$ cat src/rtl/mux_sel_buffer_in_reg.sv
`default_nettype none
// ============================================================================
// Module   : mux_sel_buffer_in_reg
// Purpose  : Selects one of N_SRC sample streams and forwards it through a
//            one-entry output register with valid/ready handshakes. A source
//            switch waits for the output register to drain, so samples from
//            two sources never interleave. Counts the samples accepted since
//            the last completed switch.
// Ports    : clk, rst          - clock, synchronous active-high reset
//            data_in/valid_in  - packed source samples and per-source valid
//            ready_in          - per-source ready (only the routed source)
//            select/select_load- requested source index and load strobe
//            data_out/valid_out/ready_out - registered output handshake
//            active_sel        - source currently routed
//            switching         - high while draining before a switch
//            sample_count      - saturating count of accepted samples
//            sel_err           - sticky out-of-range select flag
// Revision : 1.0 - initial release
// ============================================================================
module mux_sel_buffer_in_reg #(
  parameter int DATA_WIDTH  = 14,
  parameter int N_SRC       = 2,
  parameter int SEL_WIDTH   = 1,
  parameter int COUNT_WIDTH = 16
) (
  input  logic                          clk,
  input  logic                          rst,
  input  logic [N_SRC*DATA_WIDTH-1:0]   data_in,
  input  logic [N_SRC-1:0]              valid_in,
  output logic [N_SRC-1:0]              ready_in,
  input  logic [SEL_WIDTH-1:0]          select,
  input  logic                          select_load,
  output logic signed [DATA_WIDTH-1:0]  data_out,
  output logic                          valid_out,
  input  logic                          ready_out,
  output logic [SEL_WIDTH-1:0]          active_sel,
  output logic                          switching,
  output logic [COUNT_WIDTH-1:0]        sample_count,
  output logic                          sel_err
);

  typedef enum logic [0:0] {
    ST_RUN   = 1'b0,
    ST_DRAIN = 1'b1
  } state_t;

  state_t                  r_state;
  state_t                  w_state_nxt;
  logic [SEL_WIDTH-1:0]    r_pending;
  logic [SEL_WIDTH-1:0]    r_active_sel;
  logic [DATA_WIDTH-1:0]   r_data;
  logic                    r_valid;
  logic [COUNT_WIDTH-1:0]  r_count;
  logic                    r_sel_err;

  logic [DATA_WIDTH-1:0]   w_src [N_SRC];
  logic [DATA_WIDTH-1:0]   w_sel_data;
  logic                    w_sel_valid;
  logic                    w_can_load;
  logic                    w_in_xfer;
  logic                    w_out_xfer;
  logic                    w_sel_oob;
  logic                    w_sel_legal;
  logic                    w_pending_load;
  logic                    w_drain_done;

  // Unpack the flat source bus into one word per source.
  generate
    for (genvar k = 0; k < N_SRC; k++) begin : g_src
      assign w_src[k] = data_in[k*DATA_WIDTH +: DATA_WIDTH];
    end
  endgenerate

  // Route the active source's data and valid.
  always_comb begin
    w_sel_data  = '0;
    w_sel_valid = 1'b0;
    for (int k = 0; k < N_SRC; k++) begin
      if (r_active_sel == SEL_WIDTH'(k)) begin
        w_sel_data  = w_src[k];
        w_sel_valid = valid_in[k];
      end
    end
  end

  assign w_can_load  = !r_valid || ready_out;
  assign w_out_xfer  = r_valid && ready_out;
  assign w_in_xfer   = (r_state == ST_RUN) && w_sel_valid && w_can_load;
  assign w_sel_oob   = 32'(select) >= N_SRC;
  assign w_sel_legal = !w_sel_oob;

  // Ready depends only on state, the output register and the route; never
  // on valid_in, so no combinational loop through upstream logic.
  always_comb begin
    ready_in = '0;
    if (r_state == ST_RUN) begin
      for (int k = 0; k < N_SRC; k++) begin
        if (r_active_sel == SEL_WIDTH'(k)) begin
          ready_in[k] = w_can_load;
        end
      end
    end
  end

  // Next-state logic. In DRAIN a fresh legal request re-arms the pending
  // index and defers completion by one cycle so the newest request wins.
  always_comb begin
    w_state_nxt    = r_state;
    w_pending_load = 1'b0;
    w_drain_done   = 1'b0;
    case (r_state)
      ST_RUN: begin
        if (select_load && w_sel_legal && (select != r_active_sel)) begin
          w_state_nxt    = ST_DRAIN;
          w_pending_load = 1'b1;
        end
      end
      ST_DRAIN: begin
        if (select_load && w_sel_legal) begin
          w_pending_load = 1'b1;
        end else if (!r_valid || w_out_xfer) begin
          w_drain_done = 1'b1;
          w_state_nxt  = ST_RUN;
        end
      end
      default: w_state_nxt = ST_RUN;
    endcase
  end

  always_ff @(posedge clk) begin
    if (rst) begin
      r_state <= ST_RUN;
    end else begin
      r_state <= w_state_nxt;
    end
  end

  always_ff @(posedge clk) begin
    if (rst) begin
      r_pending    <= '0;
      r_active_sel <= '0;
      r_data       <= '0;
      r_valid      <= 1'b0;
      r_count      <= '0;
      r_sel_err    <= 1'b0;
    end else begin
      if (w_in_xfer) begin
        r_data  <= w_sel_data;
        r_valid <= 1'b1;
        if (!(&r_count)) begin
          r_count <= r_count + 1'b1;
        end
      end else if (w_out_xfer) begin
        r_valid <= 1'b0;
      end

      if (w_pending_load) begin
        r_pending <= select;
      end

      if (w_drain_done) begin
        r_active_sel <= r_pending;
        r_count      <= '0;
        r_valid      <= 1'b0;
      end

      if (select_load && w_sel_oob) begin
        r_sel_err <= 1'b1;
      end
    end
  end

  assign data_out     = r_data;
  assign valid_out    = r_valid;
  assign active_sel   = r_active_sel;
  assign switching    = (r_state == ST_DRAIN);
  assign sample_count = r_count;
  assign sel_err      = r_sel_err;

endmodule
`default_nettype wire
$ cat config.mk
export PLATFORM = sky130hd
export DESIGN_NAME = mux_sel_buffer_in_reg
export DESIGN_NICKNAME = d
export VERILOG_FILES = /design/src/rtl/mux_sel_buffer_in_reg.sv
export SDC_FILE = /design/constraint.sdc
export NUM_CORES = 1
export LEC_CHECK = 0
export ABC_CLOCK_PERIOD_IN_PS = 2500
export BUFFER_PORTS_ARGS = -buffer_cell sky130_fd_sc_hd__buf_2
export CORE_ASPECT_RATIO = 1.25
export CORE_MARGIN = 3
export CORE_UTILIZATION = 47
export CTS_CLUSTER_SIZE = 12
export DETAILED_ROUTE_END_ITERATION = 6
export PLACE_DENSITY = 0.79
export SYNTH_ARGS = -nofsm -noshare
export SYNTH_HDL_FRONTEND = slang
export SYNTH_SLANG_ARGS = --single-unit
$ cat constraint.sdc
create_clock -name clk -period 2.5 [get_ports clk]
set_clock_uncertainty 0.05 [all_clocks]
set_input_delay 0.125 -clock clk [delete_from_list [all_inputs] [get_ports clk]]
set_output_delay 0.125 -clock clk [all_outputs]
set_load 0.02 [all_outputs]
==> qor.tcl, run 1 <==
set qor(run_status) {finished clean}
set qor(grtUsageTotal) 0.2004
set qor(critical_path_buf_inv_count) 0
set qor(drive_gt1_frac) 0.3118
set qor(fin_nets) 298
set qor(floorplan.initialDensity) 0.5064
set qor(hold_viol) 0
set qor(detailed_place_hpwl_um) 3027
set qor(cts-htree-levels) 2
set qor(global_route.peak_usage_layer) {met2}
set qor(netlist-cell-type-count) 34
set qor(synth.cell_area_um2) 1690
set qor(drc) 0
set qor(report.final.setup_viol) 0
set qor(first_iter_violations) 88
set qor(grt_pass1_vias) 1573
set qor(path_class) {reg2reg}
set qor(layout_min_cycle_time_ns) 2.026
set qor(hold_path_class) {in2reg}
set qor(antenna_found_initial) 0
set qor(use_met1) 0.2394
set qor(first_pass_grt_wire_length_um) 6775
set qor(pwr_density_cell_nw_per_um2) 558.3
set qor(top_level_ports) 71
set qor(hold-path-cell-count) 3
set qor(cpLargestDelayFamily) {simple AND/OR/NAND/NOR gates}
set qor(multi_input_area_um2) 933.4
set qor(number_of_gates_given_a_new_drive_strength_after_cts) 0
set qor(number_of_synthesized_flops_with_an_enable_pin) 0
set qor(nets_in_the_synthesized_netlist) 233
set qor(io_buffer_count) 69
set qor(worstPathArrival_ns) 2.19
set qor(cts_root_buf) {clkbuf_8}
set qor(n_fill_cell) 298
set qor(critical_path.max_fanout) 22
set qor(crit_path_start_kind) {flip-flop}
set qor(insertedDiodeCount) 0
set qor(synth.yosys.seq_area_share) 0.4027
set qor(max_clock_freq_mhz) 493.6
set qor(crit_path_top_delay_cell) {or3_1}
set qor(dieArea_um2) 4357
set qor(grt_setup_unrepaired) {false}
set qor(area.sequential_um2) 680.7
set qor(via_count) 1762
set qor(synthCells) 197
set qor(synth_ff_type) {dfxtp_1}
set qor(p_leak_nw) 0.8800
set qor(placeableCoreArea_um2) 3338
set qor(insertion_delay_ns) 0.29
set qor(max-clock-path-buffers) 2
set qor(worst_setup_path_end_kind) {flip-flop}
set qor(rows) 23
set qor(drtPass1Iterations) 4
set qor(globalRouteOverflowTotal) 0
set qor(post_cts_hold_buffer_count) 0
set qor(place_congestion) 0.8281
set qor(clk_transition_reported_paths_ns) 0.07
set qor(ff_latch_count_synth) 34
set qor(vdd_ir_drop_max_mv) 0.4469
set qor(crit_path_max_incr_delay_ns) 0.65
set qor(r2r.worst_path.cells) 4
set qor(grt_util_met2) 0.3221
set qor(groute.layer.met3.usage) 0.06549
set qor(grt_max_degree) 30
set qor(route.detailed.vias_per_inst) 5.873
set qor(cts_setup_buffers) 0
set qor(fp.dieH_um) 73.05
set qor(max-slew-margin-rel) 0.5784
set qor(routed_wl_um) 4139
set qor(wl_per_cell_um) 13.80
set qor(layout_worst_path_cycle_share) 0.8105
set qor(crit_required_ns) 2.66
set qor(synth_warnings) 0
set qor(cp_cell_sequence) {nor2b_1 -> or3_1 -> or4_1 -> a21oi_1}
set qor(synth-async-reset-ratio) 0
set qor(placed_cell_area_um2) 2054
set qor(tritoncts) {built}
set qor(floorplan.die.width_um) 59.64
set qor(cp_num_cells) 4
set qor(final_area_um2) 2146
set qor(cts_sinks) 34
set qor(final-max-slew-violation-count) 0
set qor(ant_nets) 0
set qor(finalSetupTns_ns) 0
set qor(avgSynthCellArea_um2) 8.581
set qor(area_growth_pct) 26.94
set qor(drv_cap) 0
set qor(worst_slew_pin_slew_ns) 0.6325
set qor(number_of_cts_inserted_buffers) 5
[logic make-up (layout without fill, tap and decap cells)]
group / count (synthesis) / after routing / share of synthesized area
compound gates: 49 / 49 / 0.1925
xor+xnor: 1 / 1 / 0.005182
fa+ha+maj: 1 / 1 / 0.007401
buf+inv: 20 / 86 / 0.05182
flops: 34 / 34 / 0.4027
mux: 18 / 18 / 0.1066
other cells: 1 / 1 / 0.002218
simple gates: 73 / 73 / 0.2317
[per-layer routing]
metal  part of all wire  vias up  wire length, um
li1                   -      866                -
met1               0.42      808             1757
met2               0.47       79             1949
met3              0.083        9              342
met4              0.022        0               89
met5                  0        -                0
[per-stage QoR]
step	instances	setup WS, ns	total power (W)	util	hold slack (ns)
final	300	0.4739	0.001198	0.6428	0.06704
after global routing	300	0.3250	0.001253	0.6428	0.08305
after CTS	300	0.4680	0.001203	0.6428	0.05756
after detailed placement	292	0.4904	0.0007897	0.6154	0.3643
after global placement	292	0.5654	0.0007838	0.6154	0.3609
after floorplan	197	0.4415	0.0007187	-	0.2155
[flip-flops by register name (all words and copies together) (netlist names)]
signal,cells
r_pending,1
data_out,14
active_sel,1
valid_out,1
switching,1
sample_count,16
[synth_stat cells, types with 4 or more instances]
| master | number | area share |
|---|---|---|
| nand2_1 | 10 | 0.022 |
| a211oi_1 | 15 | 0.067 |
| o31ai_1 | 8 | 0.036 |
| clkbuf_1 | 10 | 0.022 |
| a21oi_1 | 13 | 0.038 |
| nor2_1 | 19 | 0.042 |
| nor3_1 | 5 | 0.015 |
| or4_1 | 11 | 0.049 |
| nand3_1 | 8 | 0.024 |
| nand4_1 | 5 | 0.019 |
| inv_1 | 5 | 0.011 |
| o21ai_0 | 6 | 0.018 |
| dfxtp_1 | 34 | 0.40 |
| mux2i_1 | 18 | 0.11 |
| nand2b_1 | 4 | 0.015 |
[tightest hold or removal path, delay by kind of cell]
kind	cells	cell delay, ns
buf+inv	1	0.12
simple gates	1	0.06
compound gates	1	0.05
[worst paths after layout]
| check | from | end | slack [ns] |
|---|---|---|---|
| max | valid_out$_SDFFE_PP0P_ | sample_count[3]$_SDFFE_PP0P_ | 0.47 |
| min | select_load | switching$_SDFF_PP0_ | 0.07 |
| max reg2reg | valid_out$_SDFFE_PP0P_ | sample_count[3]$_SDFFE_PP0P_ | 0.47 |
| min reg2reg | sample_count[11]$_SDFFE_PP0P_ | sample_count[11]$_SDFFE_PP0P_ | 0.44 |
[where the power goes]
group          internal [W]  switching (W)
clock              0.000222       0.000199
sequential         0.000570      0.0000187
combinational     0.0000729       0.000115
[placed cells by master, fill, tap and decap left out, types with 2 or more instances in the layout]
cell      instances
and4_1            3
clkbuf_8          6
o31ai_1           8
nand2b_1          4
or3_1             2
a21oi_1          13
or4_1            11
inv_1             5
o31a_1            2
nor2_1           19
nor3_1            4
o21ai_0           6
buf_2            69
nand4_1           5
dfxtp_1          34
nand2_1          10
nor4_1            2
nand3_1           8
mux2i_1          18
buf_4             4
a211oi_1         15
[layout make-up]
class | instances | share of cell area
clock buffer | 7 | 0.04023
multi-input combinational | 143 | 0.4350
clock inverter | 1 | 0.002332
timing repair buffer | 73 | 0.1749
sequential | 34 | 0.3172
tap | 37 | 0.02157
inverter | 5 | 0.008746
Note: power is estimated with default switching activity, not from simulation.
==> run 2, diff against run 1 <==
==> config.mk (replaced) <==
export PLATFORM = sky130hd
export DESIGN_NAME = mux_sel_buffer_in_reg
export DESIGN_NICKNAME = d
export VERILOG_FILES = /design/src/rtl/mux_sel_buffer_in_reg.sv
export SDC_FILE = /design/constraint.sdc
export NUM_CORES = 1
export LEC_CHECK = 0
export ABC_AREA = 1
export ABC_CLOCK_PERIOD_IN_PS = 1600
export BUFFER_PORTS_ARGS = -buffer_cell sky130_fd_sc_hd__buf_2
export CORE_ASPECT_RATIO = 1.25
export CORE_MARGIN = 3
export CORE_UTILIZATION = 44
export CTS_CLUSTER_SIZE = 12
export DETAILED_ROUTE_END_ITERATION = 6
export PLACE_DENSITY = 0.75
export SYNTH_ARGS = -nofsm -noshare
export SYNTH_HDL_FRONTEND = slang
export SYNTH_SLANG_ARGS = --single-unit
==> constraint.sdc (replaced) <==
create_clock -name clk -period 1.6 [get_ports clk]
set_clock_uncertainty 0.05 [all_clocks]
set_input_delay 0.08 -clock clk [delete_from_list [all_inputs] [get_ports clk]]
set_output_delay 0.08 -clock clk [all_outputs]
set_load 0.02 [all_outputs]
==> run 2 against run 1 <==
- critical path depth is 4 higher
- power rose by 66%
- setup slack lost 0.38 ns
- sequential cell count is the same
- clock power up 39%
- non-clock buffer count grew 7
- highest routed layer unchanged
- critical path type unchanged
- utilization down 4.9 points
- maximum frequency up 34%
- first-iteration DRC count increased by 15%
- synthesized area grew 13%
- worst hold slack improved by 0.0079 ns
==> qor.tcl, run 2 <==
set qor(mostFrequentLayoutCells) {76 x nand2_1, 69 x buf_2, 32 x dfxtp_1}
set qor(drv_cap) 0
set qor(synth_ff_type) {dfxtp_1}
set qor(n_fill_cell) 437
set qor(vdd_ir_drop_max_mv) 0.5746
set qor(grtUsageTotal) 0.1925
set qor(tritoncts) {built}
set qor(grt_pass1_vias) 1914
set qor(area_growth_pct) 28.00
set qor(drive_gt1_frac) 0.3353
set qor(area.sequential_um2) 683.2
set qor(first_iter_violations) 101
set qor(hold_viol) 0
set qor(io_buffer_count) 69
set qor(layout_min_cycle_time_ns) 1.511
set qor(final-max-slew-violation-count) 0
set qor(cts_root_buf) {clkbuf_8}
set qor(finalPower_w) 0.001987
set qor(place_congestion) 0.8477
set qor(nets_in_the_synthesized_netlist) 300
set qor(final_common_cell) {nand2_1}
set qor(crit_path_top_delay_cell) {dfxtp_2}
set qor(dp_slack_ns) 0.06653
set qor(path_class) {reg2reg}
set qor(crit_path_start_kind) {flip-flop}
set qor(synth.yosys.seq_area_share) 0.3551
set qor(hold_path_class) {in2reg}
set qor(drc) 0
set qor(layout_worst_path_cycle_share) 0.9443
set qor(via_count) 1964
set qor(insertion_delay_ns) 0.28
set qor(routed-wl-met2_um) 2256
set qor(max_clock_freq_mhz) 661.9
set qor(pwr_density_cell_nw_per_um2) 809.8
set qor(drtPass1Iterations) 4
set qor(clk_transition_reported_paths_ns) 0.07
set qor(route.detailed.vias_per_inst) 4.922
set qor(critPathMostFrequentCell) {nand2_4}
set qor(max-clock-path-buffers) 2
set qor(synth.most_common_cell) {nand2_1}
set qor(p_leak_nw) 1.280
set qor(first_pass_grt_wire_length_um) 7921
set qor(highest_routing_layer_actually_used) {met4}
set qor(routed_wl_um) 4525
set qor(placeableCoreArea_um2) 4131
set qor(number_of_flip_flops_under_the_largest_register_name) 16
set qor(crit_path_max_incr_delay_ns) 0.37
set qor(cpLargestDelayFamily) {simple AND/OR/NAND/NOR gates}
set qor(fin_nets) 379
set qor(number_of_synthesized_flops_with_an_enable_pin) 0
set qor(ff_latch_count_synth) 34
set qor(insertedDiodeCount) 0
set qor(synthCells) 264
set qor(floorplan.die.width_um) 65.04
set qor(cp_cell_sequence) {ha_2 -> nand2_2 -> nor2_4 -> nand2_4 -> nor2_8 -> nand2_4 -> a21oi_1 -> nor2_1}
set qor(run_status) {finished clean}
set qor(post_synth_main_area_contributors) {dfxtp_1 36%, nand2_1 15%, o211a_1 7.3%}
set qor(critical_path.max_fanout) 9
set qor(detailed_place_hpwl_um) 3521
set qor(antenna_found_initial) 0
set qor(yosys_top_cell_by_area) {dfxtp_1}
set qor(routed_met1_length_um) 1820
set qor(synth_warnings) 0
set qor(dieArea_um2) 5189
set qor(post-route-worst-setup-slack_ns) 0.08913
set qor(synth_top_cell_area_share) 0.3551
set qor(netlist-cell-type-count) 30
set qor(wl_per_cell_um) 11.34
set qor(worstPathArrival_ns) 1.64
set qor(final_hold_slack_ns) 0.07497
set qor(report.final.setup_viol) 0
set qor(final-instance-count-excl-fill) 399
set qor(cts-htree-levels) 2
set qor(rows) 26
set qor(ant_nets) 0
set qor(synth.cell_area_um2) 1917
set qor(met3RoutedLength_um) 352
set qor(crit_required_ns) 1.73
set qor(final_area_um2) 2454
set qor(top_level_ports) 71
set qor(grt_setup_unrepaired) {true}
set qor(avgSynthCellArea_um2) 7.261
set qor(cts_sinks) 34
set qor(number_of_cts_inserted_buffers) 5
set qor(placed_cells_incl_taps) 391
set qor(floorplan.initialDensity) 0.4640
set qor(top_cells_by_instance_count_after_synthesis) {76 x nand2_1, 34 x dfxtp_1, 30 x nor2_1, 24 x nand3_1, 17 x a21oi_1}
set qor(fp.dieH_um) 79.80
set qor(critical_path_buf_inv_count) 0
set qor(synth-async-reset-ratio) 0
set qor(placed_cell_area_um2) 2361
set qor(worst_setup_path_end_kind) {flip-flop}
set qor(multi_input_area_um2) 1097
set qor(grt_max_degree) 29
set qor(globalRouteOverflowTotal) 0
## run 2: cell types whose count changed after synthesis, moves of 8 or more
cell / before / now
inv_1: 5 / 15
nand3_1: 8 / 24
or4_1: 11 / 0
o211a_1: 0 / 14
mux2i_1: 18 / 0
nand2_1: 10 / 76
a211oi_1: 15 / 0
o31ai_1: 8 / 0
nor2_1: 19 / 30
## run 2: power breakdown
part / leakage, nW / switching (W) / internal, W
logic: 0.962 / 0.000271 / 0.000186
clock network: 0.0383 / 0.000288 / 0.000299
registers: 0.279 / 0.0000358 / 0.000907
total: 1.28 / 0.000595 / 0.00139
## run 2: cell type report
| class | instances | share of cell area |
|---|---|---|
| clock buffer | 7 | 0.03111 |
| multi-input combinational | 201 | 0.4472 |
| inverter | 21 | 0.03417 |
| timing repair buffer | 80 | 0.1805 |
| tap | 56 | 0.02856 |
| sequential | 34 | 0.2784 |
## run 2: worst register-to-register path: cells and delay by family (launching register included)
family                     cells  cell delay [ns]
AOI/OAI and AO/OA              1             0.16
adders and majority gates      1             0.21
and+or+nand+nor                6             0.62
DFF                            1             0.37
## run 2: worst paths after layout
path | startpoint | to | slack [ns] | cells past startpoint
setup / recovery | sample_count[1]$_SDFFE_PP0P_ | sample_count[6]$_SDFFE_PP0P_ | 0.09 | 8
hold reg to reg | r_pending$_SDFFE_PP0P_ | r_pending$_SDFFE_PP0P_ | 0.44 | 2
setup reg to reg | sample_count[1]$_SDFFE_PP0P_ | sample_count[6]$_SDFFE_PP0P_ | 0.09 | 8
hold / removal | select | switching$_SDFF_PP0_ | 0.07 | 4
## run 2: kinds of logic after synthesis
| group | after synthesis | synth area share |
|---|---|---|
| flops | 34 | 0.3551 |
| other cells | 1 | 0.001956 |
| buf+inv | 29 | 0.07506 |
| xor+xnor | 4 | 0.01827 |
| simple gates | 156 | 0.4008 |
| fa+ha+maj | 1 | 0.006526 |
| compound gates | 39 | 0.1423 |
## run 2: timing repair
item,4_1_cts,5_1_grt
hold buffers,1,0
endpoints found under the setup margin,0,13
hold endpoints to repair,1,0
setup buffers,0,0
resized for setup,0,3
## run 2: per-layer routing
layer	GRT usage	up-vias
met4	0.08091	0
met1	0.1983	876
met3	0.05915	9
li1	-	1015
met2	0.3552	64
met5	0	-
## run 2: metrics by stage
| step | setup TNS, ns | utilization |
|---|---|---|
| after detailed placement | 0 | 0.5715 |
| final | 0 | 0.5939 |
| after floorplan | 0 | - |
| after global routing | -0.04799 | 0.5939 |
| after CTS | 0 | 0.5924 |
| after global placement | 0 | 0.5715 |
